===== src/rtl/mem_bus_master_if.sv =====
// Request/response and memory-strobe bundle between CPU control, mem_bus_master and memory.
// master modport is the bus-master side; slave modport is the CPU/memory side.
interface mem_bus_master_if #(
    parameter int ADDR_W = 4,
    parameter int DATA_W = 8
);
    logic              req_valid;
    logic              req_ready;
    logic              req_write;
    logic [ADDR_W-1:0] req_addr;
    logic [DATA_W-1:0] req_wdata;
    logic              rsp_valid;
    logic [DATA_W-1:0] rsp_rdata;
    logic              busy;
    logic [ADDR_W-1:0] mem_address;
    logic              mem_read;
    logic              mem_write;
    logic [DATA_W-1:0] mem_data_in;
    logic [DATA_W-1:0] mem_data_out;

    modport master (
        input  req_valid, req_write, req_addr, req_wdata, mem_data_out,
        output req_ready, rsp_valid, rsp_rdata, busy,
               mem_address, mem_read, mem_write, mem_data_in
    );

    modport slave (
        output req_valid, req_write, req_addr, req_wdata, mem_data_out,
        input  req_ready, rsp_valid, rsp_rdata, busy,
               mem_address, mem_read, mem_write, mem_data_in
    );
endinterface


===== src/rtl/mem_bus_master.sv =====
// Async-memory initiator: one read/write per request, rsp_valid pulse WAIT_CYCLES+2 cycles after accept.
// Backpressure: req_ready high only in IDLE; requests are held off for the whole SETUP/STROBE/DONE sequence.
module mem_bus_master #(
    parameter int ADDR_W      = 4,
    parameter int DATA_W      = 8,
    parameter int WAIT_CYCLES = 1
) (
    input  logic                  clk,
    input  logic                  rst,
    mem_bus_master_if.master      bus
);
    localparam int WEFF  = (WAIT_CYCLES < 1) ? 1 : WAIT_CYCLES;
    localparam int CNT_W = ($clog2(WEFF + 1) < 1) ? 1 : $clog2(WEFF + 1);

    typedef enum logic [1:0] {IDLE, SETUP, STROBE, DONE} state_t;

    state_t            state_q, state_d;
    logic              write_q, write_d;
    logic [CNT_W-1:0]  cnt_q, cnt_d;
    logic              rsp_valid_q, rsp_valid_d;
    logic [DATA_W-1:0] rsp_rdata_q, rsp_rdata_d;
    logic [ADDR_W-1:0] addr_q, addr_d;
    logic [DATA_W-1:0] wdata_q, wdata_d;
    logic              rd_q, rd_d;
    logic              wr_q, wr_d;
    logic              busy_q, busy_d;

    always_ff @(posedge clk) begin
        if (rst) begin
            state_q     <= IDLE;
            write_q     <= 1'b0;
            cnt_q       <= '0;
            rsp_valid_q <= 1'b0;
            rsp_rdata_q <= '0;
            addr_q      <= '0;
            wdata_q     <= '0;
            rd_q        <= 1'b0;
            wr_q        <= 1'b0;
            busy_q      <= 1'b0;
        end else begin
            state_q     <= state_d;
            write_q     <= write_d;
            cnt_q       <= cnt_d;
            rsp_valid_q <= rsp_valid_d;
            rsp_rdata_q <= rsp_rdata_d;
            addr_q      <= addr_d;
            wdata_q     <= wdata_d;
            rd_q        <= rd_d;
            wr_q        <= wr_d;
            busy_q      <= busy_d;
        end
    end

    // Strobes are registered one state ahead so they only rise after the address has settled in SETUP.
    always_comb begin
        state_d     = state_q;
        write_d     = write_q;
        cnt_d       = cnt_q;
        rsp_valid_d = 1'b0;
        rsp_rdata_d = rsp_rdata_q;
        addr_d      = addr_q;
        wdata_d     = wdata_q;
        rd_d        = 1'b0;
        wr_d        = 1'b0;
        busy_d      = busy_q;
        unique case (state_q)
            IDLE: begin
                if (bus.req_valid) begin
                    state_d = SETUP;
                    write_d = bus.req_write;
                    addr_d  = bus.req_addr;
                    busy_d  = 1'b1;
                    if (bus.req_write) begin
                        wdata_d = bus.req_wdata;
                    end
                end
            end
            SETUP: begin
                state_d = STROBE;
                cnt_d   = CNT_W'(WEFF);
                rd_d    = !write_q;
                wr_d    = write_q;
            end
            STROBE: begin
                cnt_d = cnt_q - CNT_W'(1);
                if (cnt_q == CNT_W'(1)) begin
                    state_d     = DONE;
                    rsp_valid_d = 1'b1;
                    if (!write_q) begin
                        rsp_rdata_d = bus.mem_data_out;
                    end
                end else begin
                    rd_d = !write_q;
                    wr_d = write_q;
                end
            end
            DONE: begin
                state_d = IDLE;
                busy_d  = 1'b0;
            end
            default: begin
                state_d = IDLE;
                busy_d  = 1'b0;
            end
        endcase
    end

    assign bus.req_ready   = (state_q == IDLE);
    assign bus.rsp_valid   = rsp_valid_q;
    assign bus.rsp_rdata   = rsp_rdata_q;
    assign bus.busy        = busy_q;
    assign bus.mem_address = addr_q;
    assign bus.mem_read    = rd_q;
    assign bus.mem_write   = wr_q;
    assign bus.mem_data_in = wdata_q;
endmodule

===== src/flat_wrapper.sv =====
// flat-port wrapper written by rule: the top's interface ports become plain ports
module mem_bus_master_flat 
#(
    parameter int ADDR_W      = 4,
    parameter int DATA_W      = 8,
    parameter int WAIT_CYCLES = 1
)
  (clk, rst, bus_req_valid, bus_req_write, bus_req_addr, bus_req_wdata, bus_mem_data_out, bus_req_ready, bus_rsp_valid, bus_rsp_rdata, bus_busy, bus_mem_address, bus_mem_read, bus_mem_write, bus_mem_data_in);
  mem_bus_master_if #(.ADDR_W(ADDR_W), .DATA_W(DATA_W)) bus_i ();
  input  logic clk;
  input  logic rst;
  input wire logic [$bits(bus_i.req_valid)-1:0] bus_req_valid;
  input wire logic [$bits(bus_i.req_write)-1:0] bus_req_write;
  input wire logic [$bits(bus_i.req_addr)-1:0] bus_req_addr;
  input wire logic [$bits(bus_i.req_wdata)-1:0] bus_req_wdata;
  input wire logic [$bits(bus_i.mem_data_out)-1:0] bus_mem_data_out;
  output wire logic [$bits(bus_i.req_ready)-1:0] bus_req_ready;
  output wire logic [$bits(bus_i.rsp_valid)-1:0] bus_rsp_valid;
  output wire logic [$bits(bus_i.rsp_rdata)-1:0] bus_rsp_rdata;
  output wire logic [$bits(bus_i.busy)-1:0] bus_busy;
  output wire logic [$bits(bus_i.mem_address)-1:0] bus_mem_address;
  output wire logic [$bits(bus_i.mem_read)-1:0] bus_mem_read;
  output wire logic [$bits(bus_i.mem_write)-1:0] bus_mem_write;
  output wire logic [$bits(bus_i.mem_data_in)-1:0] bus_mem_data_in;
  assign bus_i.req_valid = bus_req_valid;
  assign bus_i.req_write = bus_req_write;
  assign bus_i.req_addr = bus_req_addr;
  assign bus_i.req_wdata = bus_req_wdata;
  assign bus_i.mem_data_out = bus_mem_data_out;
  assign bus_req_ready = bus_i.req_ready;
  assign bus_rsp_valid = bus_i.rsp_valid;
  assign bus_rsp_rdata = bus_i.rsp_rdata;
  assign bus_busy = bus_i.busy;
  assign bus_mem_address = bus_i.mem_address;
  assign bus_mem_read = bus_i.mem_read;
  assign bus_mem_write = bus_i.mem_write;
  assign bus_mem_data_in = bus_i.mem_data_in;
  mem_bus_master #(.ADDR_W(ADDR_W), .DATA_W(DATA_W), .WAIT_CYCLES(WAIT_CYCLES)) u_core (.clk(clk), .rst(rst), .bus(bus_i));
endmodule

===== config.mk =====
export PLATFORM = sky130hd
export DESIGN_NAME = mem_bus_master_flat
export DESIGN_NICKNAME = d
export VERILOG_FILES = /design/src/rtl/mem_bus_master_if.sv /design/src/rtl/mem_bus_master.sv /design/src/flat_wrapper.sv
export SDC_FILE = /design/constraint.sdc
export NUM_CORES = 1
export LEC_CHECK = 0
export CAP_MARGIN = 30
export CORE_MARGIN = 5
export CORE_UTILIZATION = 40
export CTS_CLUSTER_DIAMETER = 80
export CTS_CLUSTER_SIZE = 8
export DETAILED_ROUTE_END_ITERATION = 8
export MAX_ROUTING_LAYER = met4
export PLACE_DENSITY = 0.78
export SLEW_MARGIN = 40
export SYNTH_ARGS = -nofsm -noshare
export SYNTH_HDL_FRONTEND = slang
export SYNTH_SLANG_ARGS = --single-unit

===== constraint.sdc =====
create_clock -name clk -period 1.9 [get_ports clk]
set_clock_uncertainty 0.05 [all_clocks]
set_input_delay 0.57 -clock clk [delete_from_list [all_inputs] [get_ports clk]]
set_output_delay 0.57 -clock clk [all_outputs]
set_load 0.02 [all_outputs]

==> summary.txt, run 1 <==
Status - complete, no violations
Yosys top cell by area - dfxtp_1
Longest Clk Path Bufs - 2
Area delta synth->final - 52.3%
Post-CTS Setup Bufs - 0
Unrepaired setup endpoints after global routing - false
Hold Crit Class - register to register
Vias per cell - 4.92
Most used DFF post-synth - dfxtp_1
Number of synthesized flops with an enable pin - 0
Gpl congestion - 0.864
CTS tree - done
Hold buffers post-CTS - 0
Final ANT Viol Nets - 0
Mapped Avg Cell Area - 8.35 um^2
Inserted Clock Buffers - 3
Crit end category - output pin
Inst Count DP - 206
Hold_sp - u_core.bus.rsp_rdata[6]
Worst-Skew Late Latency - 0.32 ns
Gr ovfl total - 0
Core region area - 2520 um^2
Row count - 18
Setup Viol. Count Final - 0
Synthesis Warnings - 0
Max-cap viol count - 0
Clk sink count - 28
FF+latch count, synth - 28
I/O pin total - 49
Final std cells w/o fill - 210
IO buf count - 48
Vias in the first global route - 1020
Worst R2R Setup Slack - 0.38 ns
Number of fill cells - 249
WHS - 0.411 ns
CP max FO - 4
Pleak - 0.000745 uW
DR iter-0 viols - 20
Routed len/inst - 12.9 um
RR Startpoint - u_core.state_q[0]
GRT Overall Usage - 14.4%
Global-route wire length before repair - 4080 um
Total iterations of the first detailed-routing run - 4
FF/Latch Area - 564 um^2
Synth Instances - 128
Reg clk slew, reported paths - 0.15 ns
Slew HR - 79.5%
Setup Total Neg Slack - 0 ns
Multi-input gate area - 468 um^2
Die width - 61.7 um
Commonest cells post-synth - nand2_1 (38), dfxtp_1 (28), a21oi_1 (22)
Initial antenna violation count - 0
Post-route minimum period - 1.78 ns
Via count - 1033
Least-Margin Pin Slew - 0.307 ns
Share of cells above drive strength 1 - 6.67%
Worst EP required - 1.28 ns
Cell area after synthesis - 1070 um^2
Fin. Hold Viols - 0
Post-synthesis sequential area ratio - 52.5%
Asr flop ratio synth - 0%
Placed wire-length estimate - 2170 um
Worst vdd ir - 0.738 mV
Die area - 3810 um^2
Area contributors post-synth - dfxtp_1 (52%), nand2_1 (13%), a21oi_1 (10%), ha_1 (5.9%), nand3_1 (2.8%)
Kind of critical path - register to output pin
Post-synth cell types - 22
Top cell type's share of synthesized area - 52.5%
Worst EP arrival - 1.16 ns
Initial Utilization - 42.4%
Largest net degree at the start of global routing - 17
Clk root buf - clkbuf_4
Final WL - 2710 um
CP Launch Point - u_core.state_q[0]
Pwr per Cell Area - 1060 nW/um^2
Die Y - 61.7 um
N_diodes - 0
Post-CTS sizing - 26
Post-Syn Nets - 157
DRC Markers - 0
Period utilisation layout - 93.7%
Final number of max-transition violations - 0
H-tree level count - 1
Top-count cell post-synth - nand2_1
CP startpoint kind - register
Final #Nets - 210
Pwr Total - 1730 uW
Fmax - 562 MHz
cell families (layout without fill, tap and decap cells):
logic type,after synthesis,in the layout,synth area share [%]
AND/OR/NAND/NOR,57,57,23.0
flip-flops,28,28,52.5
buffers and inverters,9,61,3.75
adder cells (fa/ha/maj),5,5,5.85
AO/OA/AOI/OAI,29,29,15.0
layer usage:
layer  vias up  GRT usage (%)  share of wire [%]
li1        526              -                  -
met1       480           16.2                 42
met2        27           26.0                 51
met3         0           2.31                7.3
met4         0           4.24                  0
met5         -              -                  0
per-stage QoR:
| stage | instance area (um^2) | utilization (%) | worst slack, ns |
|---|---|---|---|
| finish | 1630 | 64.5 | 0.121 |
| global route | 1630 | 64.5 | 0.0299 |
| CTS | 1630 | 64.5 | 0.00519 |
| detailed placement | 1600 | 63.4 | -0.0133 |
| global placement | 1600 | 63.4 | 0.0597 |
| floorplan | 1070 | - | 0.436 |
critical path, cell delays in order, from the launching register on:
cell     delay (ns)
dfxtp_4        0.38
inv_1          0.12
ha_1           0.18
buf_2          0.17
cells in the final DEF, fill, tap and decap left out, types with 2 or more instances in the layout:
master,count
ha_1,5
a21oi_1,22
nor2b_1,2
a211oi_1,2
inv_1,4
dlymetal6s2s_1,2
dfxtp_1,27
dlygate4sd2_1,22
clkbuf_4,3
nor2_1,6
clkdlybuf4s50_1,23
nand3_1,6
nand2_1,38
buf_4,5
power breakdown:
group          total (uW)  internal (uW)  switching (uW)
registers             741            679            61.2
logic                 607            259             348
clock network         378            213             165
total                1730           1150             574
final cells by class:
class | instances | share of cell area (%)
Multi-Input combinational cell | 91 | 28.7
Sequential cell | 28 | 34.7
Tap cell | 30 | 2.31
Clock buffer | 3 | 1.38
Timing Repair Buffer | 53 | 30.1
Inverter | 4 | 0.922
Clock inverter | 1 | 1.84
state kept, by name (all words and copies together), names as in the netlist:
name                    count
u_core.bus.rsp_valid        1
u_core.bus.mem_data_in      8
u_core.bus.mem_address      4
u_core.bus.busy             1
u_core.cnt_q                1
u_core.bus.mem_write        1
u_core.write_q              1
u_core.bus.rsp_rdata        8
u_core.bus.mem_read         1
u_core.state_q              2
path summary, 6_finish.rpt:
kind | to | cells past startpoint
max | bus_req_ready | 3
min | u_core.bus.rsp_rdata[6] | 2
max reg2reg | u_core.bus.mem_data_in[5] | 6
min reg2reg | u_core.bus.rsp_rdata[6] | 2
(Power assumes the default switching activity.)
==> inputs of run 2 (changes only) <==
--- a/config.mk
+++ b/config.mk
@@ -6,13 +6,13 @@
 export NUM_CORES = 1
 export LEC_CHECK = 0
 export CAP_MARGIN = 30
-export CORE_MARGIN = 5
+export CORE_MARGIN = 2
 export CORE_UTILIZATION = 40
 export CTS_CLUSTER_DIAMETER = 80
 export CTS_CLUSTER_SIZE = 8
 export DETAILED_ROUTE_END_ITERATION = 8
 export MAX_ROUTING_LAYER = met4
-export PLACE_DENSITY = 0.78
+export PLACE_DENSITY_LB_ADDON = 0.12
 export SLEW_MARGIN = 40
 export SYNTH_ARGS = -nofsm -noshare
 export SYNTH_HDL_FRONTEND = slang
==> run 2 against run 1 <==
Against the previous run: count of clock-buffer cells in the layout rose by 1; setup slack improved by 0.035 ns; combinational power rose by 3.6%; sequential power fell by 2%; maximum frequency rose by 2.0%; total power fell by 5.0%; routed wire length fell by 3.8%; first-iteration DRC count fell by 30%; critical path type unchanged; critical endpoint unchanged; highest routed layer is now met4.
==> summary.txt, run 2 (synthesis gave the netlist of run 1 again) <==
Inst Count DP - 206
Area after DPL - 1600 um^2
Fmax - 573 MHz
Vias per cell - 4.75
Gpl congestion - 0.742
Setup Total Neg Slack - 0 ns
Least-Margin Pin Slew - 0.344 ns
Worst vdd ir - 0.708 mV
Unrepaired setup endpoints after global routing - false
CP max FO - 3
DRC Markers - 0
Global-route wire length before repair - 4400 um
Worst EP arrival - 1.12 ns
Worst R2R Setup Slack - 0.43 ns
Placed wire-length estimate - 1980 um
Final core occ - 64.8%
Worst setup path end - bus_req_ready
Initial antenna violation count - 0
Met3 routed WL - 121 um
Metal1 wirelength - 1050 um
Routed len/inst - 12.3 um
IO buf count - 48
Final #Nets - 211
Largest net degree at the start of global routing - 17
GRT Overall Usage - 18.0%
Reg clk slew, reported paths - 0.14 ns
Inserted Clock Buffers - 3
Gr ovfl total - 0
Leading cell types in the layout, fill and taps excluded - nand2_1 (38), dfxtp_1 (27), clkdlybuf4s50_1 (23), a21oi_1 (22), dlygate4sd2_1 (21)
I/O pin total - 49
N_diodes - 0
Final std cells w/o fill - 211
H-tree level count - 1
Crit path cell chain - inv_1, ha_1, buf_2
Final number of max-transition violations - 0
Clk root buf - clkbuf_4
R2R cell count - 6
CTS tree - done
Row count - 18
Slew HR - 77.0%
Die Y - 55.7 um
Hold buffers post-CTS - 0
Met2 wire len - 1410 um
Longest Clk Path Bufs - 2
RR Startpoint - u_core.state_q[0]
Max-cap viol count - 0
Kind of critical path - register to output pin
DR iter-0 viols - 14
Final WL - 2600 um
Worst-Skew Late Latency - 0.32 ns
Pwr per Cell Area - 1010 nW/um^2
Crit end category - output pin
Most common cell after layout, fill and taps aside - nand2_1
Hold Crit Class - register to register
Die width - 55.7 um
Period utilisation layout - 91.8%
Via count - 1002
Highest metal used - met4
Area delta synth->final - 51.6%
Vias in the first global route - 1030
Core region area - 2500 um^2
Fin. Hold Viols - 0
Max incr delay on CP - 0.36 ns
Status - complete, no violations
Pwr Total - 1640 uW
Initial Utilization - 42.7%
Final ANT Viol Nets - 0
Share of cells above drive strength 1 - 7.18%
CP startpoint kind - register
CP Launch Point - u_core.state_q[0]
Post-route minimum period - 1.74 ns
Worst EP required - 1.28 ns
Pleak - 0.000756 uW
Die area - 3100 um^2
Number of fill cells - 229
Clk sink count - 28
Design Area, Final - 1620 um^2
Setup Viol. Count Final - 0
Total iterations of the first detailed-routing run - 3
Worst flop-to-flop path endpoint - u_core.bus.mem_data_in[3]
Slowest-stage cell, CP - dfxtp_2
[run 2: per-layer routing]
metal | up-vias | global-route usage [%]
li1 | 529 | -
met1 | 450 | 19.4
met2 | 21 | 32.5
met3 | 2 | 3.72
met4 | 0 | 6.27
met5 | - | -
[run 2: how the worst min path moves through the flow]
stage | startpoint | slack [ns] | depth (start not counted) | to
after global routing | u_core.bus.mem_data_in[2] | 0.43 | 2 | u_core.bus.mem_data_in[2]
after floorplan | u_core.write_q | 0.38 | 1 | u_core.bus.mem_read
after detailed placement | u_core.bus.rsp_rdata[3] | 0.40 | 2 | u_core.bus.rsp_rdata[3]
final | u_core.bus.mem_data_in[6] | 0.41 | 2 | u_core.bus.mem_data_in[6]
after CTS | u_core.bus.mem_data_in[1] | 0.42 | 2 | u_core.bus.mem_data_in[1]
after global placement | u_core.bus.mem_data_in[2] | 0.39 | 2 | u_core.bus.mem_data_in[2]
[run 2: repair_timing]
action	in CTS	in global routing
endpoints found under the setup margin	22	4
setup buffers	0	1
resized for setup	25	4
gates cloned	0	0
[run 2: per-stage QoR]
stage / hold WS (ns) / worst slack (ns)
floorplan: 0.379 / 0.436
global placement: 0.391 / 0.0821
global route: 0.433 / 0.0865
finish: 0.415 / 0.156
CTS: 0.417 / 0.00989
detailed placement: 0.397 / 0.0471
[run 2: critical path, delay by kind of cell (launching register included)]
family | cells | cell delay (ns)
adder cells (fa/ha/maj) | 1 | 0.21
buffers and inverters | 2 | 0.23
flip-flops | 1 | 0.36
[run 2: area by class of cell]
class | count | area, um^2 | share of cell area, %
sequential | 28 | 562 | 34.7
timing repair buffer | 54 | 502 | 31.0
multi-input combinational | 91 | 468 | 28.9
tap | 30 | 37.5 | 2.32
clock buffer | 4 | 36.3 | 2.24
inverter | 4 | 15.0 | 0.927
[run 2: power by group]
group / internal, uW / total [uW] / leakage, uW / switching, uW
clock network: 117 / 281 / 0.0000210 / 164
logic: 271 / 629 / 0.000507 / 357
registers: 675 / 729 / 0.000228 / 54.0
==> RTL edit 1: new RTL, settings of run 1 <==
`DATA_W` is set to 8 in 3 places; all go to 12.
--- a/src/rtl/mem_bus_master_if.sv
+++ b/src/rtl/mem_bus_master_if.sv
@@ -2,7 +2,7 @@
 // master modport is the bus-master side; slave modport is the CPU/memory side.
 interface mem_bus_master_if #(
     parameter int ADDR_W = 4,
-    parameter int DATA_W = 8
+    parameter int DATA_W = 12
 );
     logic              req_valid;
     logic              req_ready;
--- a/src/rtl/mem_bus_master.sv
+++ b/src/rtl/mem_bus_master.sv
@@ -2,7 +2,7 @@
 // Backpressure: req_ready high only in IDLE; requests are held off for the whole SETUP/STROBE/DONE sequence.
 module mem_bus_master #(
     parameter int ADDR_W      = 4,
-    parameter int DATA_W      = 8,
+    parameter int DATA_W      = 12,
     parameter int WAIT_CYCLES = 1
 ) (
     input  logic                  clk,
--- a/src/flat_wrapper.sv
+++ b/src/flat_wrapper.sv
@@ -2,7 +2,7 @@
 module mem_bus_master_flat 
 #(
     parameter int ADDR_W      = 4,
-    parameter int DATA_W      = 8,
+    parameter int DATA_W      = 12,
     parameter int WAIT_CYCLES = 1
 )
   (clk, rst, bus_req_valid, bus_req_write, bus_req_addr, bus_req_wdata, bus_mem_data_out, bus_req_ready, bus_rsp_valid, bus_rsp_rdata, bus_busy, bus_mem_address, bus_mem_read, bus_mem_write, bus_mem_data_in);
Ports: changed (resized bus_mem_data_in, bus_mem_data_out, bus_req_wdata and bus_rsp_rdata); port bits go from 49 to 65. The function was not compared with the original's and may differ.
==> RTL edit 1 against run 1 <==
- area after synthesis rose by 26%
- power increased by 19%
- register-to-register slack worse by 0.07 ns
- design area rose by 28%
- wire length is 28% higher
- setup slack improved by 0.0078 ns
- via count increased by 27%
- sequential cell count increased by 8
- critical endpoint unchanged
- highest routed layer is now met4
==> RTL edit 1: results <==
metrics = {
    "pwr": {
        "peakVddDrop_uv": 461,
        "p_leak_nw": 0.916,
    },
    "final_layout": {
        "syn2layout_area_growth_pct": 54.6,
        "buffers": 71,
        "clkbuf_count": 8,
        "multi_input_area_share": 0.272,
        "nFlopsAndLatches": 36,
        "multiInputGateArea_um2": 566,
        "multi_input_gates": 115,
        "nFillCells": 303,
        "buffer_area_frac": 0.318,
        "drive_above_1_share": 0.0684,
        "clk_share": 0.0283,
        "seq_area_um2": 722,
    },
    "worst_hold_path": {
        "worstHoldEndpoint": "u_core.bus.rsp_rdata[10]",
        "min_path_cells": 2,
        "min-delay-start": "u_core.bus.rsp_rdata[10]",
    },
    "setup_path": {
        "path_delay_family": "flip-flops",
        "crit_slowest_cell": "dfxtp_2",
        "r2r_setup_slack_ns": 0.31,
        "rr_endpoint": "u_core.bus.rsp_rdata[6]",
        "rr_worst_depth": 5,
    },
    "grt": {
        "grt_pass1_wl_um": 5380,
        "grt_pass1_vias": 1139,
        "grt_max_degree": 26,
        "grt_usage": 0.162,
    },
    "routing": {
        "dr.first_iter.drc_count": 122,
        "drt_wl_total_um": 3470,
        "wl_per_cell_um": 12.4,
        "vias": 1309,
    },
    "synthesis": {
        "synth_area_leaders": "dfxtp_1 54%, nand2_1 15%, a21oi_1 11%, ha_1 4.7%, nand3_1 2.2%",
        "synth_nets": 200,
        "syn_avg_cell_area_um2": 8.25,
        "synthTopCellsByCount": "54 x nand2_1, 36 x dfxtp_1, 30 x a21oi_1",
        "yosysSeqAreaShare": 0.536,
    },
    "placement": {
        "hpwl_um": 2640,
        "port_buffers": 64,
        "place_congestion": 0.791,
        "dp_worst_setup_slack_ns": 0.0625,
        "dpl.cell_count": 271,
    },
    "clock_tree": {
        "tritoncts.num_buffers": 5,
        "clock_latency_ns": 0.34,
        "path_clk_slew_ns": 0.10,
        "h-tree-depth": 2,
    },
    "sta": {
        "holdWs_ns": 0.403,
        "slew_headroom": 0.689,
    },
    "outcome": {
        "outcome": "completed",
    },
}
[RTL edit 1: cell families (layout without fill, tap and decap cells)]
family	Yosys count	after routing	synth area share
buffers and inverters	12	83	0.0437
DFF	36	36	0.536
adders and majority gates	5	5	0.0465
AOI/OAI and AO/OA	37	37	0.149
and+or+nand+nor	73	73	0.225
[RTL edit 1: layer usage]
| metal | track usage | up-vias | routed length (um) |
|---|---|---|---|
| met4 | 0.0521 | 0 | 45 |
| met3 | 0.0673 | 6 | 315 |
| met2 | 0.256 | 46 | 1650 |
| met1 | 0.186 | 584 | 1450 |
| met5 | - | - | 0 |
| li1 | - | 673 | - |
[RTL edit 1: what timing repair did]
item,4_1_cts,5_1_grt
endpoints found under the setup margin,33,1
resized for setup,36,2
buffers inserted,0,1
cloned,0,0
[RTL edit 1: power breakdown]
part / total, W / internal (W) / switching, W
Clock: 0.000419 / 0.000182 / 0.000237
Combinational: 0.000717 / 0.000312 / 0.000405
Sequential: 0.000920 / 0.000857 / 0.0000631
Total: 0.00206 / 0.00135 / 0.000705
==> RTL edit 2: new RTL, config.mk and constraints of run 1 <==
Made on the original files. Re-encode `state_t` (4 states) as one-hot, 4 bits wide.
--- a/src/rtl/mem_bus_master.sv
+++ b/src/rtl/mem_bus_master.sv
@@ -12,7 +12,7 @@
     localparam int WEFF  = (WAIT_CYCLES < 1) ? 1 : WAIT_CYCLES;
     localparam int CNT_W = ($clog2(WEFF + 1) < 1) ? 1 : $clog2(WEFF + 1);
 
-    typedef enum logic [1:0] {IDLE, SETUP, STROBE, DONE} state_t;
+    typedef enum logic [3:0] {IDLE = 4'b0001, SETUP = 4'b0010, STROBE = 4'b0100, DONE = 4'b1000} state_t;
 
     state_t            state_q, state_d;
     logic              write_q, write_d;
Behaviour: no difference found for any inputs over 10 cycles, from zero or initial values and one cycle with rst high; not proved beyond that.
==> RTL edit 2 against run 1 <==
- sequential cell count is 2 higher
- design area increased by 22%
- area after synthesis up 25%
- cell count grew 11%
- via count is 4.9% higher
- setup slack lost 0.020 ns
- count of clock-buffer cells in the layout is 3 higher
- wire length is 4.1% higher
- sequential share of layout area fell by 4.4 points
- worst hold slack improved by 0.0091 ns
- critical endpoint unchanged
- largest cell class is now multi-input gates
- highest routed layer is now met4
Power is not compared: it rests on default switching activity, and its combinational part moved more than twofold at a synthesized area within 25%.
==> RTL edit 2: results <==
metrics = {
    "outcome": {
        "outcome": "completed",
    },
    "synthesis": {
        "yosysSeqAreaShare": 0.451,
        "ys_warn_count": 0,
        "muxShareOfSynthArea": 0.129,
        "synth_area_leaders": "dfxtp_1 45%, nand2b_1 17%, mux2i_1 12%, nand4b_1 2.6%, nor4b_4 1.8%",
        "syn_avg_cell_area_um2": 10.3,
        "synth_xor_area_frac": 0.00658,
        "synthTopCellsByCount": "37 x nand2b_1, 30 x dfxtp_1, 16 x mux2i_1",
        "synthAdderAreaFrac": 0,
        "synth-compound-area-share": 0.0592,
        "synth.distinct_cells": 32,
    },
    "placement": {
        "hpwl_um": 2190,
        "placed_area_um2": 1930,
        "dp_worst_setup_slack_ns": 0.00397,
        "place_congestion": 0.768,
    },
    "setup_path": {
        "rr_endpoint": "u_core.bus.rsp_rdata[2]",
        "r2r_setup_slack_ns": 0.21,
        "crit_fanout": 2,
        "cp.arrival_ns": 1.18,
        "r2r_start": "u_core.state_q[3]",
        "rr_worst_depth": 5,
    },
    "clock_tree": {
        "tritoncts.num_buffers": 5,
        "post_cts_buffers": 0,
        "post_cts_resize_count": 25,
        "path_clk_slew_ns": 0.09,
        "h-tree-depth": 2,
    },
    "final_layout": {
        "stdcell_count": 233,
        "drive_above_1_share": 0.139,
        "nets": 211,
        "nFillCells": 295,
    },
    "worst_hold_path": {
        "hold_path.class": "flop to flop",
        "worstHoldEndpoint": "u_core.bus.mem_address[2]",
        "min-delay-start": "u_core.bus.mem_address[2]",
    },
    "pwr": {
        "peakVddDrop_uv": 438,
        "intPower_w": 0.00108,
    },
    "routing": {
        "post_drt_via_cell_ratio": 4.65,
        "wl_per_cell_um": 12.1,
        "wl_met1_um": 1310,
        "dr_wl_met2_um": 1300,
        "dr.pass1.iters": 4,
        "dr.first_iter.drc_count": 53,
        "highest_layer": "met4",
        "dr_wl_met3_um": 201,
    },
    "grt": {
        "use_met2": 0.217,
        "grt_usage": 0.143,
        "grt_pass1_vias": 1117,
        "met1_usage": 0.173,
        "use_met3": 0.0483,
        "grt_pass1_wl_um": 4820,
    },
    "sta": {
        "finalCritPeriodShare": 0.947,
        "tightest_slew_ns": 0.333,
        "holdWs_ns": 0.420,
    },
}
## RTL edit 2: changes by cell type after synthesis, moves of 3 or more
cell,before,now
a21oi_1,22,1
nand2b_1,1,37
nand3_1,6,0
nand4b_1,0,4
clkbuf_1,0,5
nor2_1,6,3
inv_1,4,0
ha_1,5,0
nand2_1,38,2
mux2i_1,0,16
o21ai_1,1,4
## RTL edit 2: final cells by class
| type | instances | area, um^2 | share of cell area |
|---|---|---|---|
| clock inverter | 1 | 30.0 | 0.0151 |
| multi-input combinational | 89 | 671 | 0.338 |
| sequential | 30 | 601 | 0.302 |
| timing repair buffer | 60 | 559 | 0.281 |
| tap | 46 | 57.6 | 0.0290 |
| inverter | 1 | 17.5 | 0.00882 |
| clock buffer | 6 | 51.3 | 0.0258 |
## RTL edit 2: critical path, stage by stage (launching register included)
cell	delay [ns]
dfxtp_1	0.35
nor4b_4	0.30
buf_2	0.21
